## config.mk

```make
export PLATFORM = sky130hd
export DESIGN_NAME = vga_capture
export DESIGN_NICKNAME = d
export VERILOG_FILES = /design/src/rtl/vga_capture.sv
export SDC_FILE = /design/constraint.sdc
export NUM_CORES = 1
export LEC_CHECK = 0
export ABC_AREA = 1
export CORE_ASPECT_RATIO = 1.5
export CORE_MARGIN = 4
export CORE_UTILIZATION = 57
export CTS_BUF_LIST = sky130_fd_sc_hd__clkbuf_16
export DETAILED_ROUTE_END_ITERATION = 6
export DONT_BUFFER_PORTS = 1
export GPL_TIMING_DRIVEN = 0
export PLACE_DENSITY_LB_ADDON = 0.3
export SYNTH_ARGS = -nofsm -noshare
export SYNTH_HDL_FRONTEND = slang
export SYNTH_SLANG_ARGS = --single-unit
```

## constraint.sdc

```tcl
create_clock -name Clock -period 2.1 [get_ports Clock]
set_input_delay 0.42 -clock Clock [delete_from_list [all_inputs] [get_ports Clock]]
set_output_delay 0.42 -clock Clock [all_outputs]
set_load 0.005 [all_outputs]
```

## src/rtl/vga_capture.sv

```systemverilog
// vga_capture: locks onto VGA sync timing and decimates the active picture 8:1 per axis into
// 80x60 video-memory writes. Optional frame counter enabled by VGA_CAPTURE_FRAME_COUNT_EN.
module vga_capture #(
    parameter int unsigned H_TOTAL = 800,
    parameter int unsigned H_PW    = 96,
    parameter int unsigned H_BP    = 48,
    parameter int unsigned H_DISP  = 640,
    parameter int unsigned V_TOTAL = 521,
    parameter int unsigned V_PW    = 2,
    parameter int unsigned V_BP    = 29,
    parameter int unsigned V_DISP  = 480
) (
    input  logic        Clock,
    input  logic        Reset,
    input  logic        iHsync,
    input  logic        iVsync,
    input  logic [2:0]  iRGB,
    output logic        oWriteEnable,
    output logic [12:0] oWriteAddress,
    output logic [2:0]  oDataOut,
    output logic        oLocked,
    output logic [7:0]  oFrameCount
);

    localparam logic [9:0] HMax     = 10'd1023;
    localparam logic [9:0] HNearMax = 10'd1022;
    localparam logic [9:0] VMax     = 10'd1023;
    localparam logic [9:0] HLast    = 10'(H_TOTAL - 1);
    localparam logic [9:0] VLast    = 10'(V_TOTAL - 1);
    localparam logic [9:0] HStart   = 10'(H_PW + H_BP);
    localparam logic [9:0] HEnd     = 10'(H_PW + H_BP + H_DISP);
    localparam logic [9:0] VStart   = 10'(V_PW + V_BP);
    localparam logic [9:0] VEnd     = 10'(V_PW + V_BP + V_DISP);

    typedef enum logic [1:0] {
        StUnlocked,
        StAcquire,
        StLocked
    } state_e;

    logic        r_hs_s1, r_hs_s2, r_hs_s3;
    logic        r_vs_s1, r_vs_s2, r_vs_s3;
    logic [2:0]  r_rgb_s1, r_rgb_s2;
    logic [9:0]  r_hcnt, r_vcnt;
    logic        r_v_pend, r_h_seen, r_v_seen;
    state_e      r_state;
    logic        r_good;
    logic        r_we;
    logic [12:0] r_addr;
    logic [2:0]  r_data;

    logic        w_hs_fall, w_vs_fall, w_frame_end;
    logic [9:0]  w_hcnt_nxt, w_vcnt_nxt;
    logic        w_line_err, w_frame_err, w_err;
    state_e      w_state_nxt;
    logic        w_good_nxt;
    logic [9:0]  w_x;
    logic [8:0]  w_y;
    logic        w_h_act, w_v_act, w_wr;

    always_ff @(posedge Clock) begin
        if (!Reset) begin
            r_hs_s1  <= 1'b1;
            r_hs_s2  <= 1'b1;
            r_hs_s3  <= 1'b1;
            r_vs_s1  <= 1'b1;
            r_vs_s2  <= 1'b1;
            r_vs_s3  <= 1'b1;
            r_rgb_s1 <= '0;
            r_rgb_s2 <= '0;
        end else begin
            r_hs_s1  <= iHsync;
            r_hs_s2  <= r_hs_s1;
            r_hs_s3  <= r_hs_s2;
            r_vs_s1  <= iVsync;
            r_vs_s2  <= r_vs_s1;
            r_vs_s3  <= r_vs_s2;
            r_rgb_s1 <= iRGB;
            r_rgb_s2 <= r_rgb_s1;
        end
    end

    // A frame ends on the first hsync fall at or after a vsync fall.
    always_comb begin
        w_hs_fall   = r_hs_s3 & ~r_hs_s2;
        w_vs_fall   = r_vs_s3 & ~r_vs_s2;
        w_frame_end = w_hs_fall & (r_v_pend | w_vs_fall);

        if (w_hs_fall) begin
            w_hcnt_nxt = '0;
        end else if (r_hcnt == HMax) begin
            w_hcnt_nxt = HMax;
        end else begin
            w_hcnt_nxt = r_hcnt + 10'd1;
        end

        w_vcnt_nxt = r_vcnt;
        if (w_frame_end) begin
            w_vcnt_nxt = '0;
        end else if (w_hs_fall && (r_vcnt != VMax)) begin
            w_vcnt_nxt = r_vcnt + 10'd1;
        end

        w_line_err  = (w_hs_fall & r_h_seen & (r_hcnt != HLast)) |
                      (~w_hs_fall & (r_hcnt >= HNearMax));
        w_frame_err = (w_frame_end & r_v_seen & (r_vcnt != VLast)) |
                      (w_hs_fall & ~w_frame_end & (r_vcnt >= VLast));
        w_err       = w_line_err | w_frame_err;
    end

    always_ff @(posedge Clock) begin
        if (!Reset) begin
            r_hcnt   <= '0;
            r_vcnt   <= '0;
            r_v_pend <= 1'b0;
            r_h_seen <= 1'b0;
            r_v_seen <= 1'b0;
        end else begin
            r_hcnt <= w_hcnt_nxt;
            r_vcnt <= w_vcnt_nxt;
            if (w_frame_end) begin
                r_v_pend <= 1'b0;
            end else if (w_vs_fall) begin
                r_v_pend <= 1'b1;
            end
            if (w_hs_fall) begin
                r_h_seen <= 1'b1;
            end
            if (w_frame_end) begin
                r_v_seen <= 1'b1;
            end
        end
    end

    // Any timing error drops lock immediately; r_good remembers one clean frame.
    always_comb begin
        w_state_nxt = r_state;
        w_good_nxt  = r_good;
        case (r_state)
            StUnlocked: begin
                w_good_nxt = 1'b0;
                if (w_vs_fall) begin
                    w_state_nxt = StAcquire;
                end
            end
            StAcquire: begin
                if (w_err) begin
                    w_state_nxt = StUnlocked;
                    w_good_nxt  = 1'b0;
                end else if (w_frame_end && r_v_seen) begin
                    if (r_good) begin
                        w_state_nxt = StLocked;
                        w_good_nxt  = 1'b0;
                    end else begin
                        w_good_nxt = 1'b1;
                    end
                end
            end
            StLocked: begin
                if (w_err) begin
                    w_state_nxt = StUnlocked;
                end
            end
            default: begin
                w_state_nxt = StUnlocked;
                w_good_nxt  = 1'b0;
            end
        endcase
    end

    always_ff @(posedge Clock) begin
        if (!Reset) begin
            r_state <= StUnlocked;
            r_good  <= 1'b0;
        end else begin
            r_state <= w_state_nxt;
            r_good  <= w_good_nxt;
        end
    end

    // Pixel position tracks the second synchroniser stage, giving three cycles to the strobe.
    always_comb begin
        w_x     = w_hcnt_nxt - HStart;
        w_y     = 9'(r_vcnt - VStart);
        w_h_act = (w_hcnt_nxt >= HStart) && (w_hcnt_nxt < HEnd);
        w_v_act = (r_vcnt >= VStart) && (r_vcnt < VEnd);
        w_wr    = (r_state == StLocked) && !w_err && w_h_act && w_v_act &&
                  (w_x[2:0] == 3'd0) && (w_y[2:0] == 3'd0);
    end

    always_ff @(posedge Clock) begin
        if (!Reset) begin
            r_we   <= 1'b0;
            r_addr <= '0;
            r_data <= '0;
        end else begin
            r_we <= w_wr;
            if (w_wr) begin
                r_addr <= {w_x[9:3], w_y[8:3]};
                r_data <= r_rgb_s2;
            end
        end
    end

`ifdef VGA_CAPTURE_FRAME_COUNT_EN
    logic [7:0] r_frame_cnt;
    logic       r_full_frame;

    // r_full_frame marks a frame that began while already LOCKED.
    always_ff @(posedge Clock) begin
        if (!Reset) begin
            r_frame_cnt  <= '0;
            r_full_frame <= 1'b0;
        end else begin
            if (w_frame_end && !w_err && (r_state == StLocked) && r_full_frame) begin
                r_frame_cnt <= r_frame_cnt + 8'd1;
            end
            if (w_state_nxt != StLocked) begin
                r_full_frame <= 1'b0;
            end else if (w_frame_end) begin
                r_full_frame <= 1'b1;
            end
        end
    end

    assign oFrameCount = r_frame_cnt;
`else
    assign oFrameCount = 8'd0;
`endif

    assign oWriteEnable  = r_we;
    assign oWriteAddress = r_addr;
    assign oDataOut      = r_data;
    assign oLocked       = (r_state == StLocked);

endmodule
```

==> summary.md, run 1 <==
| Metric | Value |
|---|---|
| Status | `completed` |
| DP Area | `2970 µm²` |
| Crit path from | `r_hcnt[0]$_SDFF_PN0_` |
| Clk_lat worst skew | `0.29 ns` |
| Routed vias | `2519` |
| Netlist cell types | `33` |
| Tightest Hold Check Type | `input pin to flip-flop` |
| Max-cap violations | `0` |
| Worst path required time | `2.28 ns` |
| Final nets | `443` |
| Input/output buffers | `0` |
| Metal3 WL | `215 µm` |
| Initial antenna violation count | `0` |
| Final WL | `6.21 mm` |
| Max Buffers Root-to-Sink | `2` |
| WS Path Type | `flip-flop to flip-flop` |
| Largest net degree at the start of global routing | `17` |
| DRT antenna net count | `0` |
| Min Tclk post-route | `2.10 ns` |
| Worst R2R End | `oWriteAddress[9]$_SDFFE_PN0P_` |
| Mapped Cells | `408` |
| WHS | `0.226 ns` |
| Cell family with most CP delay | `simple AND/OR/NAND/NOR gates` |
| Power Total | `2.24 mW` |
| Top routing layer used | `met4` |
| Top cells by area, synth | `dfxtp_1, nand2_1, nor2_1` |
| Post-Layout Inst Area | `3280 µm²` |
| Max Fclk | `476 MHz` |
| Pre-CTS setup slack | `-0.334 ns` |
| Crit end category | `flip-flop` |
| # diodes | `0` |
| Layout Utilization | `0.676` |
| Cell Chain, Critical Path | `ha_4 -> nand2_4 -> nor2_4 -> nand2_1 -> nand2_1 -> inv_1 -> nand2_2 -> nand2_4 -> inv_2 -> ha_1 -> nand2_1 -> nor2_1 -> nand3_1 -> nand3_2 -> buf_6 -> nand2_4 -> nor2_4 -> a21oi_2` |
| Final number of max-transition violations | `0` |
| Crit Reg-Reg Startpoint | `r_hcnt[0]$_SDFF_PN0_` |
| Max VDD drop | `0.522 mV` |
| Rows | `31` |
| Layout cells sized above 1 | `0.181` |
| Post-route insts no fill | `496` |
| Final setup violation count | `0` |
| CTS tree | `yes` |
| WL/cell | `12.5 µm` |
| Number of fill cells | `408` |
| Syn_area_per_cell | `7.00 µm²` |
| Worst setup SP type | `flip-flop` |
| Mapped cell area | `2860 µm²` |
| Seq/Total Area, Yosys | `0.385` |
| Die Y | `94.7 µm` |
| Yosys reg bits | `55` |
| Clock transition at path regs | `0.07 ns` |
| RSZ-0062 raised after global routing | `yes` |
| CORE AREA | `4850 µm²` |
| I/O pin total | `33` |
| Largest stage delay, worst path | `0.36 ns` |
| H-tree depth | `2` |
| Final WS setup | `0.000222 ns` |
| Pwr Density | `685 nW/µm²` |
| Die width | `65.8 µm` |
| Setup crit end | `oWriteAddress[9]$_SDFFE_PN0P_` |
| Crit path max fanout | `5` |
| Num CTS Buffers | `5` |
| Yosys top cell area share | `0.385` |
| LEAKAGE | `1.57 nW` |
| Vias/cell | `5.08` |
| Setup_tns | `0 ns` |
| Arrival @ worst endpoint | `2.28 ns` |
| GRT Util Overall | `0.215` |
| Metal2 WL | `3.46 mm` |
| Final Cycle Share | `1.00` |
| Clock sink count | `55` |
| Met1 wire length | `2.31 mm` |
| WP buf/inv | `3` |
| Skew final | `0.00228 ns` |
| RD Place Congestion | `0.930` |
| HPWL after DPL | `4.57 mm` |
| R2r worst-path depth | `18` |
| Remaining DRCs | `0` |
| First-pass GRT wire length | `10.5 mm` |
| Initial drt markers | `95` |
| Worst path depth | `18` |
| Synth area leader | `dfxtp_1` |
| Area of the die | `6230 µm²` |
| Vias in the first global route | `2464` |
| Worst reg2reg setup slack | `0.0002 ns` |
| Area Growth Syn to Fin | `14.8%` |
| Critical path's slowest cell | `dfxtp_4` |
| Initial Util | `0.589` |
| Detailed Routing Iterations Pass 1 | `5` |
| Root buf cell | `clkbuf_16` |
| Synth warn | `0` |
| Hold Vio Cnt, Final | `0` |
| Placed insts | `481` |
| GRT overflow | `0` |
flip-flops by register name, indices dropped and copies added, names as in the netlist, 2 cells and up:
register and count:
r_hcnt 10, r_state 2, r_rgb_s1 3, oDataOut 3, oWriteAddress 13, r_vcnt 10, r_rgb_s2 3
layout by cell type (no fill, tap or decap), types with 5 or more instances in the layout:
cell | netlist | routed
nand2_1 | 93 | 87
nor2_1 | 57 | 54
dfxtp_1 | 55 | 52
inv_1 | 49 | 48
nand3_1 | 30 | 29
a21oi_1 | 25 | 23
buf_4 | 12 | 17
o21ai_0 | 12 | 10
nand2_2 | 6 | 9
conb_1 | 1 | 8
nand3b_1 | 7 | 7
inv_2 | 5 | 6
xor2_1 | 6 | 6
nand2_4 | 2 | 5
nor2_4 | 4 | 5
nand4_1 | 5 | 5
nand3_2 | 4 | 5
ha_1 | 7 | 5
clkbuf_16 | 0 | 5
cell families after synthesis:
logic type | share of synthesized area
XOR/XNOR | 0.0245
adder cells (fa/ha/maj) | 0.0307
buffers and inverters | 0.120
AND/OR/NAND/NOR | 0.357
other | 0.00131
flip-flops | 0.385
AO/OA/AOI/OAI | 0.0815
synthesized netlist by cell type, drive strengths merged:
master  instances
a211oi          2
o21ai          15
inv            54
nor2           63
nand3          35
nand2         101
or2             4
nand3b          7
a21oi          25
ha              7
nor3b           1
buf            16
dfxtp          55
nand4           5
xor2            6
xnor2           2
a31oi           1
conb            1
o31ai           1
clkbuf          4
nor3            3
layout make-up:
class / count / area (µm²) / share of cell area
Sequential cell: 55 / 1110 / 0.339
Buffer: 20 / 143 / 0.0435
Tap cell: 66 / 82.6 / 0.0252
Clock inverter: 3 / 38.8 / 0.0118
Clock buffer: 5 / 125 / 0.0382
Timing Repair Buffer: 7 / 56.3 / 0.0172
Multi-Input combinational cell: 286 / 1520 / 0.464
Inverter: 54 / 203 / 0.0618
routing by layer:
layer,GRT usage,vias up
li1,-,1305
met1,0.213,1144
met2,0.407,51
met3,0.0381,19
met4,0.118,0
met5,0,-
what timing repair did:
action	CTS	global route
gates cloned	1	0
buffers inserted	5	1
resized for setup	18	13
hold buffers	0	0
setup endpoints to repair	17	20
pin swaps	3	1
how the worst min path moves through the flow:
stage	to	cells past startpoint	slack, ns	from
after global placement	r_vs_s2$_SDFF_PN1_	1	0.39	r_vs_s1$_SDFF_PN1_
after floorplan	r_rgb_s2[0]$_SDFF_PN0_	2	0.39	r_rgb_s1[0]$_SDFF_PN0_
after CTS	r_rgb_s1[0]$_SDFF_PN0_	2	0.23	iRGB[0]
after detailed placement	r_hs_s2$_SDFF_PN1_	1	0.40	r_hs_s1$_SDFF_PN1_
after global routing	r_vs_s1$_SDFF_PN1_	1	0.23	iVsync
final	r_rgb_s1[0]$_SDFF_PN0_	2	0.23	iRGB[0]
report_power, final:
part	internal [mW]	switching, mW
Combinational	0.0804	0.137
Sequential	1.08	0.0290
Clock	0.556	0.358
Total	1.72	0.524
Note: power is estimated with default switching activity, not from simulation.
==> inputs of run 2 (changes only) <==
- CAP_MARGIN: default -> 15
- CORE_UTILIZATION: 57 -> 60
- clock period: 2.1 -> 2.65 ns (I/O delays scaled with it)
==> run 2 against run 1 <==
- fmax is 14% lower
- core utilization rose by 0.23 points
- design area down 5.2%
- power fell by 25%
- highest routed layer unchanged
==> summary.md, run 2 (synthesized netlist as in run 1, its figures left out) <==
| Metric | Value |
|---|---|
| Routed vias | `2395` |
| Final setup violation count | `0` |
| Max reg flops | `13` |
| GRT Util Overall | `0.217` |
| CTS tree | `yes` |
| Placed insts | `479` |
| Crit path max fanout | `10` |
| Max VDD drop | `0.314 mV` |
| First-pass GRT wire length | `10.3 mm` |
| Vias/cell | `4.92` |
| Input/output buffers | `0` |
| Largest stage delay, worst path | `0.42 ns` |
| Highest-count cells in the layout ignoring fill and taps | `nand2_1, nor2_1, dfxtp_1` |
| Worst path required time | `2.83 ns` |
| Final nets | `436` |
| Max-cap violations | `0` |
| WL/cell | `12.2 µm` |
| Critical path's slowest cell | `dfxtp_1` |
| Clk_lat worst skew | `0.29 ns` |
| Initial Util | `0.624` |
| RD Place Congestion | `0.951` |
| Initial drt markers | `120` |
| I/O pin total | `33` |
| Final number of max-transition violations | `0` |
| Post-CTS Repair Setup Buffers | `0` |
| Worst setup SP type | `flip-flop` |
| Area Growth Syn to Fin | `8.76%` |
| Most common cell after layout, fill and taps aside | `nand2_1` |
| Area of the die | `5950 µm²` |
| Clock sink count | `55` |
| CP most frequent cell | `nand2_1` |
| Rows | `30` |
| Max Fclk | `408 MHz` |
| Final WL | `5.94 mm` |
| Max Buffers Root-to-Sink | `2` |
| DRT antenna net count | `0` |
| Final Cycle Share | `0.925` |
| Post-route insts no fill | `487` |
| Tightest Hold Check Type | `input pin to flip-flop` |
| Skew final | `0.00452 ns` |
| HPWL after DPL | `4.60 mm` |
| Cell Chain, Critical Path | `ha_2 -> nand2_1 -> nor2_4 -> nand3_4 -> nand3_1 -> nand2_1 -> ha_1 -> nand2_1 -> nand2_1 -> nand2_1 -> inv_1 -> nand3_2 -> buf_6 -> nand2_2 -> nor2_1 -> a21oi_1` |
| Crit end category | `flip-flop` |
| RSZ-0062 raised after global routing | `no` |
| Arrival @ worst endpoint | `2.63 ns` |
| Largest net degree at the start of global routing | `17` |
| Initial antenna violation count | `0` |
| Remaining DRCs | `0` |
| # diodes | `0` |
| Detailed Routing Iterations Pass 1 | `4` |
| Clock transition at path regs | `0.07 ns` |
| H-tree depth | `2` |
| WS Path Type | `flip-flop to flip-flop` |
| GRT overflow | `0` |
| Pwr Density | `541 nW/µm²` |
| Root buf cell | `clkbuf_16` |
| CORE AREA | `4580 µm²` |
| Num CTS Buffers | `5` |
| Die width | `64.3 µm` |
| Min Tclk post-route | `2.45 ns` |
| Status | `completed` |
| Die Y | `92.5 µm` |
| LEAKAGE | `1.49 nW` |
| Setup_tns | `0 ns` |
| # hold bufs at CTS | `0` |
| Layout cells sized above 1 | `0.128` |
| Hold Vio Cnt, Final | `0` |
| Vias in the first global route | `2372` |
run 2: changes by cell type in the layout (fill, tap and decap cells not counted), moves of 3 or more:
cell     change
buf_4        -5
dfxtp_1      +3
nand2_1      +6
nand2_2      -3
nand2_4      -3
nor2_1       +3
run 2: per-stage QoR:
step	setup WS (ns)	total power, mW	instance area [µm²]	utilization	hold slack (ns)
after global routing	0.00369	1.75	3110	0.678	0.334
after global placement	0.234	1.05	2960	0.647	0.392
after detailed placement	0.210	1.06	2960	0.647	0.403
after floorplan	0.598	1.03	2880	-	0.390
final	0.198	1.68	3110	0.678	0.336
after CTS	0.195	1.69	3100	0.678	0.333
run 2: final cells by class:
| cell class | count | area [µm²] |
|---|---|---|
| Buffer | 20 | 139 |
| Clock buffer | 5 | 125 |
| Clock inverter | 3 | 16.3 |
| Fill cell | 412 | 1470 |
| Inverter | 54 | 203 |
| Multi-Input combinational cell | 286 | 1440 |
| Sequential cell | 55 | 1100 |
| Tap cell | 64 | 80.1 |
run 2: per-layer routing:
layer  up-vias  part of all wire  global-route usage
met3        14             0.032              0.0425
met5         -                 0                   0
met1      1051              0.39               0.231
met2        42              0.55               0.399
li1       1288                 -                   -
met4         0             0.030               0.104
run 2: timing repair:
item                                    4_1_cts  5_1_grt
resized for setup                             0        1
hold endpoints to repair                      0        0
endpoints found under the setup margin        0        1
run 2: critical path, delay by kind of cell (launching register included):
kind	cells	cell delay (ns)
DFF	1	0.42
buffers and inverters	2	0.20
adders and majority gates	2	0.49
AOI/OAI and AO/OA	1	0.05
and+or+nand+nor	11	1.17
run 2: worst paths after layout:
path / from / endpoint / slack (ns) / cells past startpoint
setup / recovery: r_hcnt[1]$_SDFF_PN0_ / oWriteAddress[9]$_SDFFE_PN0P_ / 0.20 / 16
hold / removal: iRGB[1] / r_rgb_s1[1]$_SDFF_PN0_ / 0.34 / 2
setup reg to reg: r_hcnt[1]$_SDFF_PN0_ / oWriteAddress[9]$_SDFFE_PN0P_ / 0.20 / 16
hold reg to reg: r_hs_s1$_SDFF_PN1_ / r_hs_s2$_SDFF_PN1_ / 0.42 / 1
run 2: power breakdown:
group	leakage [nW]	internal, mW	switching, mW
registers	0.447	0.859	0.0238
clock network	0.0710	0.345	0.289
logic	0.975	0.0593	0.104
==> inputs of run 3 (changes only) <==
- CORE_MARGIN: 4 -> default
==> run 3 against run 2 <==
- setup slack better by 0.13 ns
- clock skew rose by 0.0020 ns
- wire length is 6.4% lower
- critical endpoint unchanged
- non-clock buffer count stayed put
- clock power hardly changed
- first-iteration DRC count grew 3.3%
- highest routed layer unchanged
- hold slack worse by 0.0019 ns
- design area barely moved
==> summary.md, run 3 (synthesized netlist as in run 1, its figures left out) <==
| Metric | Value |
|---|---|
| WL/cell | `11.4 µm` |
| HPWL after DPL | `4.27 mm` |
| Crit path max fanout | `10` |
| Min Tclk post-route | `2.32 ns` |
| Post-CTS Repair Setup Buffers | `0` |
| RSZ-0062 raised after global routing | `no` |
| Pre-CTS setup slack | `0.234 ns` |
| Worst setup SP type | `flip-flop` |
| Flop pwr share | `0.527` |
| Initial Util | `0.629` |
| LEAKAGE | `1.49 nW` |
| # hold bufs at CTS | `0` |
| Max Fclk | `431 MHz` |
| Final number of max-transition violations | `0` |
| Die width | `58.3 µm` |
| Clock power frac | `0.377` |
| # diodes | `0` |
| CORE AREA | `4540 µm²` |
| Status | `completed` |
| Initial drt markers | `124` |
| First-pass GRT wire length | `9.29 mm` |
| Post-Layout Inst Area | `3110 µm²` |
| Number of fill cells | `412` |
| Layout Utilization | `0.685` |
| Tightest Hold Check Type | `input pin to flip-flop` |
| WS Path Type | `flip-flop to flip-flop` |
| DRT antenna net count | `0` |
| CTS tree | `yes` |
| Final WL | `5.56 mm` |
| GRT overflow | `0` |
| Die Y | `86.5 µm` |
| RD Place Congestion | `0.881` |
| Pwr Density | `539 nW/µm²` |
| DP Area | `2960 µm²` |
| Clock sink count | `55` |
| Final setup violation count | `0` |
| # resized after CTS | `0` |
| Max reg flops | `13` |
| GRT Util Overall | `0.239` |
| Clk_lat worst skew | `0.29 ns` |
| CP most frequent cell | `nand2_1` |
| Crit end category | `flip-flop` |
| I/O pin total | `33` |
| Remaining DRCs | `0` |
| Layout cells sized above 1 | `0.132` |
| Final Cycle Share | `0.875` |
| Most common cell after layout, fill and taps aside | `nand2_1` |
| Rows | `30` |
| Final WS setup | `0.331 ns` |
| Max VDD drop | `0.368 mV` |
| Worst path required time | `2.84 ns` |
| Root buf cell | `clkbuf_16` |
| Clock transition at path regs | `0.07 ns` |
| Cell family with most CP delay | `simple AND/OR/NAND/NOR gates` |
| Critical path's slowest cell | `dfxtp_2` |
| WP buf/inv | `2` |
| Setup_tns | `0 ns` |
| Area Growth Syn to Fin | `8.85%` |
| Switching Fraction | `0.245` |
| Max-cap violations | `0` |
| Routed vias | `2418` |
| H-tree depth | `2` |
| Largest net degree at the start of global routing | `17` |
| Highest-count cells in the layout ignoring fill and taps | `nand2_1, nor2_1, dfxtp_1` |
| Skew final | `0.00651 ns` |
| Area of the die | `5050 µm²` |
| Num CTS Buffers | `5` |
| Input/output buffers | `0` |
| Hold Vio Cnt, Final | `0` |
| Post-route insts no fill | `487` |
| Placed insts | `479` |
| Arrival @ worst endpoint | `2.50 ns` |
| Vias in the first global route | `2171` |
| Vias/cell | `4.97` |
| Gate power share | `0.096` |
| Largest stage delay, worst path | `0.37 ns` |
| Final nets | `436` |
| Net Sw Power | `0.411 mW` |
| Int Pwr | `1.26 mW` |
| Detailed Routing Iterations Pass 1 | `4` |
| Initial antenna violation count | `0` |
| Cell Chain, Critical Path | `ha_2 -> nand2_1 -> nor2_4 -> nand3_4 -> nand2_1 -> nand2_1 -> inv_1 -> ha_1 -> nand2_1 -> nor2_1 -> nand3_1 -> nand3_2 -> buf_6 -> nand2_2 -> nor2_1 -> a21oi_1` |
| Max Buffers Root-to-Sink | `2` |
==> run 3: cell counts in the layout (fill, tap and decap cells not counted) <==
Identical to the previous run, type by type.
==> run 3: power by group through the flow <==
stage,clock [mW],combinational (mW),sequential (mW)
finish,0.632,0.161,0.882
global route,0.681,0.187,0.885
CTS,0.639,0.160,0.881
detailed placement,0,0.159,0.900
global placement,0,0.154,0.899
floorplan,0,0.132,0.895
==> run 3: path summary, 6_finish.rpt <==
check / cells after the start / slack, ns / to / from
hold / removal: 2 / 0.33 / r_rgb_s1[1]$_SDFF_PN0_ / iRGB[1]
setup / recovery: 16 / 0.33 / oWriteAddress[9]$_SDFFE_PN0P_ / r_hcnt[1]$_SDFF_PN0_
setup reg to reg: 16 / 0.33 / oWriteAddress[9]$_SDFFE_PN0P_ / r_hcnt[1]$_SDFF_PN0_
hold reg to reg: 1 / 0.41 / r_vs_s2$_SDFF_PN1_ / r_vs_s1$_SDFF_PN1_
==> run 3: per-stage QoR <==
step / hold slack, ns / total power [mW]
3_3_place_gp: 0.396 / 1.05
3_5_place_dp: 0.400 / 1.06
2_1_floorplan: 0.390 / 1.03
5_1_grt: 0.333 / 1.75
4_1_cts: 0.334 / 1.68
6_report: 0.334 / 1.67
==> run 3: cell type report <==
cell class / instances / area (µm²) / share of cell area
Multi-Input combinational cell: 286 / 1440 / 0.464
Tap cell: 64 / 80.1 / 0.0258
Inverter: 54 / 203 / 0.0652
Buffer: 20 / 139 / 0.0447
Clock buffer: 5 / 125 / 0.0402
Sequential cell: 55 / 1100 / 0.355
Clock inverter: 3 / 16.3 / 0.00523
==> run 3: layer usage <==
metal	vias to the layer above	global-route usage	share of wire
met5	-	0	0
met4	0	0.115	0.027
met2	45	0.443	0.54
li1	1282	-	-
met3	12	0.0403	0.031
met1	1079	0.256	0.40
